**config.mk**
```make
export PLATFORM = sky130hd
export DESIGN_NAME = i2c_bus_cond_gen_flat
export DESIGN_NICKNAME = d
export VERILOG_FILES = /design/src/rtl/i2c_bus_cond_gen_if.sv /design/src/rtl/i2c_bus_cond_gen.sv /design/src/flat_wrapper.sv
export SDC_FILE = /design/constraint.sdc
export NUM_CORES = 1
export LEC_CHECK = 0
export ABC_CLOCK_PERIOD_IN_PS = 1750
export CAP_MARGIN = 15
export CORE_UTILIZATION = 30
export CTS_BUF_LIST = sky130_fd_sc_hd__clkbuf_16
export DETAILED_ROUTE_END_ITERATION = 12
export GPL_TIMING_DRIVEN = 0
export PLACE_DENSITY = 0.56
export SLEW_MARGIN = 10
export SYNTH_ARGS = -nofsm -noshare
export SYNTH_HDL_FRONTEND = slang
export SYNTH_SLANG_ARGS = --single-unit
```
**constraint.sdc**
```tcl
create_clock -name clk -period 1.75 [get_ports clk]
set_input_delay 0.35 -clock clk [delete_from_list [all_inputs] [get_ports clk]]
set_output_delay 0.35 -clock clk [all_outputs]
set_load 0.05 [all_outputs]
```
**src/rtl/i2c_bus_cond_gen_if.sv**
```systemverilog
// Command and open-drain line bundle between the I2C control FSM,
// the bus-condition generator and the pad mux.
//   master : control FSM / pad side (drives cmd_valid, cmd, scl_in)
//   slave  : generator side (drives cmd_ready, scl_en, sda_en, status)
`timescale 1ns/1ps
interface i2c_bus_cond_gen_if;
   logic       cmd_valid;
   logic [1:0] cmd;
   logic       cmd_ready;
   logic       scl_in;
   logic       scl_en;
   logic       sda_en;
   logic       busy;
   logic       done;
   logic       err;
   logic       bus_owned;

   modport master (
      output cmd_valid, cmd, scl_in,
      input  cmd_ready, scl_en, sda_en,
      input  busy, done, err, bus_owned
   );

   modport slave (
      input  cmd_valid, cmd, scl_in,
      output cmd_ready, scl_en, sda_en,
      output busy, done, err, bus_owned
   );
endinterface

```
**src/rtl/i2c_bus_cond_gen.sv**
```systemverilog
// I2C START / REPEATED START / STOP generator on open-drain enables,
// with half-period phase timing and bus-ownership tracking.
// Ports: clk, reset (async, active-high), bus (i2c_bus_cond_gen_if.slave):
//   cmd_valid/cmd/cmd_ready command handshake, scl_in raw pad level,
//   scl_en/sda_en line enables (0 = drive low), busy, done, err, bus_owned.
// Optional: define CLK_STRETCH_EN for SCL stretch wait plus timeout.
`timescale 1ns/1ps
module i2c_bus_cond_gen #(
   parameter int CLK_HZ      = 100000000,
   parameter int SCL_HZ      = 100000,
   parameter int CNT_W       = 16,
   parameter int STRETCH_MAX = 5000
) (
   input  logic               clk,
   input  logic               reset,
   i2c_bus_cond_gen_if.slave  bus
);

   localparam int HALF = CLK_HZ / (2 * SCL_HZ);
   localparam logic [CNT_W-1:0] LAST = CNT_W'(HALF - 1);

   if (HALF < 2) begin : g_half_chk
      $error("i2c_bus_cond_gen: HALF must be >= 2");
   end
   if (HALF - 1 > (2 ** CNT_W) - 1) begin : g_cnt_chk
      $error("i2c_bus_cond_gen: CNT_W too small for HALF");
   end
   if (STRETCH_MAX > (2 ** CNT_W) - 1) begin : g_str_chk
      $error("i2c_bus_cond_gen: CNT_W too small for STRETCH_MAX");
   end

   typedef enum logic [2:0] {
      IDLE,
      RS_PREP,
      RS_SCL_HI,
      S_SDA_LO,
      S_SCL_LO,
      P_SCL_LO,
      P_SCL_HI,
      P_SDA_HI
   } state_t;

   state_t           state_q;
   logic [CNT_W-1:0] cnt_q;
   logic             scl_q;
   logic             sda_q;
   logic             busy_q;
   logic             done_q;
   logic             err_q;
   logic             own_q;

   state_t           succ_d;
   state_t           first_d;
   logic             phase_end;

   // {scl_en, sda_en} presented in each state
   function automatic logic [1:0] lines_f(state_t s, logic own);
      lines_f = 2'b11;
      case (s)
         IDLE:      lines_f = own ? 2'b00 : 2'b11;
         RS_PREP:   lines_f = 2'b01;
         RS_SCL_HI: lines_f = 2'b11;
         S_SDA_LO:  lines_f = 2'b10;
         S_SCL_LO:  lines_f = 2'b00;
         P_SCL_LO:  lines_f = 2'b00;
         P_SCL_HI:  lines_f = 2'b10;
         P_SDA_HI:  lines_f = 2'b11;
         default:   lines_f = 2'b11;
      endcase
   endfunction

   assign phase_end = (cnt_q == LAST);

   // Phase successor; IDLE means the sequence completes
   always_comb begin
      succ_d = IDLE;
      case (state_q)
         RS_PREP:   succ_d = RS_SCL_HI;
         RS_SCL_HI: succ_d = S_SDA_LO;
         S_SDA_LO:  succ_d = S_SCL_LO;
         P_SCL_LO:  succ_d = P_SCL_HI;
         P_SCL_HI:  succ_d = P_SDA_HI;
         default:   succ_d = IDLE;
      endcase
   end

   // First phase of an accepted command; IDLE marks it illegal
   always_comb begin
      first_d = IDLE;
      case (bus.cmd)
         2'b01:   if (!own_q) first_d = S_SDA_LO;
         2'b10:   if (own_q)  first_d = RS_PREP;
         2'b11:   if (own_q)  first_d = P_SCL_LO;
         default: first_d = IDLE;
      endcase
   end

`ifdef CLK_STRETCH_EN
   localparam logic [CNT_W-1:0] STR_LAST = CNT_W'(STRETCH_MAX - 1);

   logic [1:0]       sync_q;
   logic [CNT_W-1:0] str_q;
   logic             wait_hi;

   always_ff @(posedge clk or posedge reset) begin
      if (reset) sync_q <= 2'b00;
      else       sync_q <= {sync_q[0], bus.scl_in};
   end

   // Released SCL not yet seen high: a slave may be stretching
   assign wait_hi = ((state_q == RS_SCL_HI) || (state_q == P_SCL_HI))
                    && !sync_q[1];
`else
   logic unused_scl;
   assign unused_scl = bus.scl_in;
`endif

   always_ff @(posedge clk or posedge reset) begin
      if (reset) begin
         state_q <= IDLE;
         cnt_q   <= '0;
         scl_q   <= 1'b1;
         sda_q   <= 1'b1;
         busy_q  <= 1'b0;
         done_q  <= 1'b0;
         err_q   <= 1'b0;
         own_q   <= 1'b0;
`ifdef CLK_STRETCH_EN
         str_q   <= '0;
`endif
      end else begin
         done_q <= 1'b0;
         err_q  <= 1'b0;
`ifdef CLK_STRETCH_EN
         str_q  <= '0;
`endif
         if (state_q == IDLE) begin
            cnt_q <= '0;
            if (bus.cmd_valid) begin
               if (first_d == IDLE) begin
                  err_q <= 1'b1;
               end else begin
                  state_q        <= first_d;
                  busy_q         <= 1'b1;
                  {scl_q, sda_q} <= lines_f(first_d, own_q);
               end
            end
`ifdef CLK_STRETCH_EN
         end else if (wait_hi) begin
            cnt_q <= '0;
            if (str_q == STR_LAST) begin
               // Stretch timeout: abandon the bus entirely
               state_q        <= IDLE;
               busy_q         <= 1'b0;
               own_q          <= 1'b0;
               err_q          <= 1'b1;
               {scl_q, sda_q} <= 2'b11;
            end else begin
               str_q <= str_q + 1'b1;
            end
`endif
         end else if (!phase_end) begin
            cnt_q <= cnt_q + 1'b1;
         end else begin
            cnt_q   <= '0;
            state_q <= succ_d;
            if (succ_d == IDLE) begin
               // START/RSTART end in S_SCL_LO, STOP in P_SDA_HI
               done_q         <= 1'b1;
               busy_q         <= 1'b0;
               own_q          <= (state_q == S_SCL_LO);
               {scl_q, sda_q} <= lines_f(IDLE, state_q == S_SCL_LO);
            end else begin
               {scl_q, sda_q} <= lines_f(succ_d, own_q);
            end
         end
      end
   end

   assign bus.cmd_ready = (state_q == IDLE);
   assign bus.scl_en    = scl_q;
   assign bus.sda_en    = sda_q;
   assign bus.busy      = busy_q;
   assign bus.done      = done_q;
   assign bus.err       = err_q;
   assign bus.bus_owned = own_q;

endmodule

```
**src/flat_wrapper.sv**
```systemverilog
// flat-port wrapper written by rule: the top's interface ports become plain ports
module i2c_bus_cond_gen_flat 
#(
   parameter int CLK_HZ      = 100000000,
   parameter int SCL_HZ      = 100000,
   parameter int CNT_W       = 16,
   parameter int STRETCH_MAX = 5000
)
  (clk, reset, bus_cmd_valid, bus_cmd, bus_scl_in, bus_cmd_ready, bus_scl_en, bus_sda_en, bus_busy, bus_done, bus_err, bus_bus_owned);
  i2c_bus_cond_gen_if bus_i ();
  input  logic clk;
  input  logic reset;
  input wire logic [$bits(bus_i.cmd_valid)-1:0] bus_cmd_valid;
  input wire logic [$bits(bus_i.cmd)-1:0] bus_cmd;
  input wire logic [$bits(bus_i.scl_in)-1:0] bus_scl_in;
  output wire logic [$bits(bus_i.cmd_ready)-1:0] bus_cmd_ready;
  output wire logic [$bits(bus_i.scl_en)-1:0] bus_scl_en;
  output wire logic [$bits(bus_i.sda_en)-1:0] bus_sda_en;
  output wire logic [$bits(bus_i.busy)-1:0] bus_busy;
  output wire logic [$bits(bus_i.done)-1:0] bus_done;
  output wire logic [$bits(bus_i.err)-1:0] bus_err;
  output wire logic [$bits(bus_i.bus_owned)-1:0] bus_bus_owned;
  assign bus_i.cmd_valid = bus_cmd_valid;
  assign bus_i.cmd = bus_cmd;
  assign bus_i.scl_in = bus_scl_in;
  assign bus_cmd_ready = bus_i.cmd_ready;
  assign bus_scl_en = bus_i.scl_en;
  assign bus_sda_en = bus_i.sda_en;
  assign bus_busy = bus_i.busy;
  assign bus_done = bus_i.done;
  assign bus_err = bus_i.err;
  assign bus_bus_owned = bus_i.bus_owned;
  i2c_bus_cond_gen #(.CLK_HZ(CLK_HZ), .SCL_HZ(SCL_HZ), .CNT_W(CNT_W), .STRETCH_MAX(STRETCH_MAX)) u_core (.clk(clk), .reset(reset), .bus(bus_i));
endmodule
```
==> qor.txt <==
Failing checks -> DRC
Syn Inst Count -> 142
Reg clk slew, reported paths -> 0.07 ns
Total number of vias -> 1,110
Max Fclk -> 0.581 GHz
Post-synthesis area per instance -> 9.98 sq um
Starting Density -> 31.9%
Layout area overhead -> 23.0%
Worst setup margin -> 0.0277 ns
Clock tree sinks -> 25
Synth Register Bits -> 25
Final hold vios -> 0
Final period utilization -> 98.4%
Slew Viols, Final -> 0
Die width -> 70.7 um
# port buffers -> 11
Row Count -> 24
HP Class -> in -> async
Number of global-route vias before repair -> 1,130
Pre-CTS setup slack -> -0.273 ns
Drt drc -> 7
Pre-antenna DRT Iters -> 8
Top cells by area, synth -> dfrtp_1, xor2_1, nor2_1, dfstp_2, a21oi_1
Leak -> 0.815 nW
Final setup TNS -> 0 ns
Post-Syn Area -> 1420 sq um
Largest stage delay on the critical path -> 0.79 ns
DPL Wire Length -> 2040 um
Max-slew headroom -> 66.4%
GRT overflow -> 0
Initial antenna violation count -> 0
Clk_lat worst skew -> 0.26 ns
Max Clock Skew -> 0.00308 ns
CP arrival -> 1.37 ns
Area taken by multi-input logic gates -> 729 sq um
H-Tree Depth -> 1
Startpoint Class -> flop
Worst path slowest cell -> clkdlybuf4s50_1
Min Tclk post-route -> 1.72 ns
Setup violations, final -> 0
Largest net degree at the start of global routing -> 26
Synth warn -> 0
Outcome -> complete, but fails checks
EDFF count, synth -> 0
Routability Congestion -> 0.799
Gr usage total -> 12.6%
RSZ-0062 raised after global routing -> yes
Share of post-route cells with drive strength above 1 -> 19.9%
CTS max path bufs -> 2
Max Cap Viol -> 0
Critical path cell sequence -> clkdlybuf4s50_1
Critical path type -> reg -> out
Clk root buf -> clkbuf_16
CP delay by family, top -> buffers and inverters
Worst-path fanout max -> 1
Mapped Nets -> 150
Seq. cell area -> 631 sq um
Die area -> 5000 sq um
Vias per cell -> 5.21
Height of the die -> 70.7 um
Num CTS Buffers -> 3
Cell Pwr Density -> 652 nW/um^2
CP required -> 1.40 ns
WL final -> 2870 um
Worst vdd ir -> 0.490 mV
Wire per inst -> 13.5 um
Worst slew pin tran -> 0.503 ns
Ys async rst share -> 100%
Synth unique cells -> 38
Antenna-violating nets left -> 0
TritonCTS clock tree -> done
Crit. End Element -> output pin
Post-synth top area share -> 40.6%
Nets -> 170
Core area -> 4440 sq um
Layout filler cell count -> 463
N_diodes -> 0
Synth Flop Type -> dfrtp_1
First-pass GRT wire length -> 5060 um
IO Pins -> 13
Cts hold-fix bufs -> 0
DR iter-0 viols -> 99
CP Buf/Inv Count -> 1
Yosys top cell by area -> dfrtp_1
Sequential area share after synthesis -> 44.3%
==> worst paths after layout <==
path,startpoint,to,slack (ns),cells after the start
max,u_core.bus.err$_DFF_PP0_,bus_err,0.03,1
min,reset,u_core.bus.done$_DFF_PP0_,0.32,2
max reg2reg,u_core.cnt_q[0]$_DFF_PP0_,u_core.bus.scl_en$_DFFE_PP1P_,0.04,6
min reg2reg,u_core.cnt_q[15]$_DFF_PP0_,u_core.cnt_q[15]$_DFF_PP0_,0.54,2
max in group asynchronous,reset,u_core.bus.scl_en$_DFFE_PP1P_,0.95,3
min in group clk,u_core.cnt_q[15]$_DFF_PP0_,u_core.cnt_q[15]$_DFF_PP0_,0.54,2
==> cells in the mapped netlist, types with 2 or more instances <==
master	instances
dfrtp_1	23
nor2_1	21
xor2_1	12
a21oi_1	9
nand2_1	9
nand4_1	7
o21ai_0	7
inv_1	6
nand3_1	5
and4_1	3
buf_4	3
clkbuf_1	3
xnor2_1	3
and3_1	2
and4_2	2
dfstp_2	2
ha_1	2
nor3_1	2
nor4_4	2
==> layer usage <==
metal | global-route usage (%) | routed length [um] | up-vias
li1 | - | - | 533
met1 | 15.1 | 1280 | 548
met2 | 23.0 | 1440 | 25
met3 | 3.13 | 126 | 4
met4 | 2.67 | 21 | 0
met5 | 0 | 0 | -
==> metrics by stage <==
step	instances	cell area [sq um]	hold slack, ns	util [%]	power (W)
after floorplan	142	1420	0.376	-	0.000605
after global placement	205	1590	0.461	35.9	0.000620
after detailed placement	205	1590	0.477	35.9	0.000620
after CTS	210	1690	0.538	38.0	0.00115
after global routing	213	1740	0.342	39.2	0.00119
final	213	1740	0.321	39.2	0.00114
==> layout make-up <==
type | instances | share of cell area [%]
Timing Repair Buffer | 15 | 9.04
Buffer | 8 | 3.23
Multi-Input combinational cell | 103 | 41.8
Sequential cell | 25 | 36.2
Tap cell | 52 | 3.73
Clock inverter | 1 | 0.430
Inverter | 6 | 1.29
Clock buffer | 3 | 4.30
==> sequential cells by signal, indices dropped and copies added (netlist names) <==
register,count
u_core.state_q,3
u_core.bus.done,1
u_core.bus.err,1
u_core.cnt_q,16
u_core.bus.sda_en,1
u_core.bus.scl_en,1
u_core.bus.busy,1
u_core.bus.bus_owned,1
==> cells in the final DEF, fill, tap and decap left out, drive strengths merged, types with 5 or more instances in the layout <==
master	instances
a21oi	9
and4	5
buf	9
clkbuf	7
dfrtp	23
inv	6
nand2	9
nand3	5
nand4	8
nor2	21
o21ai	7
xor2	12
==> report_power, final <==
group | internal (W) | switching, W | leakage, nW
registers | 0.000578 | 0 | 0.314
clock network | 0.000310 | 0.000211 | 0.0371
logic | 0.0000183 | 0.0000196 | 0.464
==> kinds of logic (layout without fill, tap and decap cells) <==
family	after synthesis	after routing	synth area share [%]
AND/OR/NAND/NOR	61	61	26.2
XOR/XNOR	15	15	9.27
adder cells (fa/ha/maj)	2	2	1.76
flip-flops	25	25	44.3
AO/OA/AOI/OAI	22	22	9.89
multiplexers	3	3	3.44
buffers and inverters	14	33	5.12
==> worst register-to-register path, stage by stage (launching register included) <==
cell	delay, ns
dfrtp_1	0.39
ha_2	0.21
and4b_2	0.24
and4_1	0.21
buf_6	0.13
mux2i_4	0.15
mux2_4	0.31
==> what timing repair did <==
action,CTS,global route
setup buffers,1,2
gates resized for setup,13,5
pin swaps,1,4
endpoints found under the setup margin,18,16
Power figures use the tool's default switching activity.
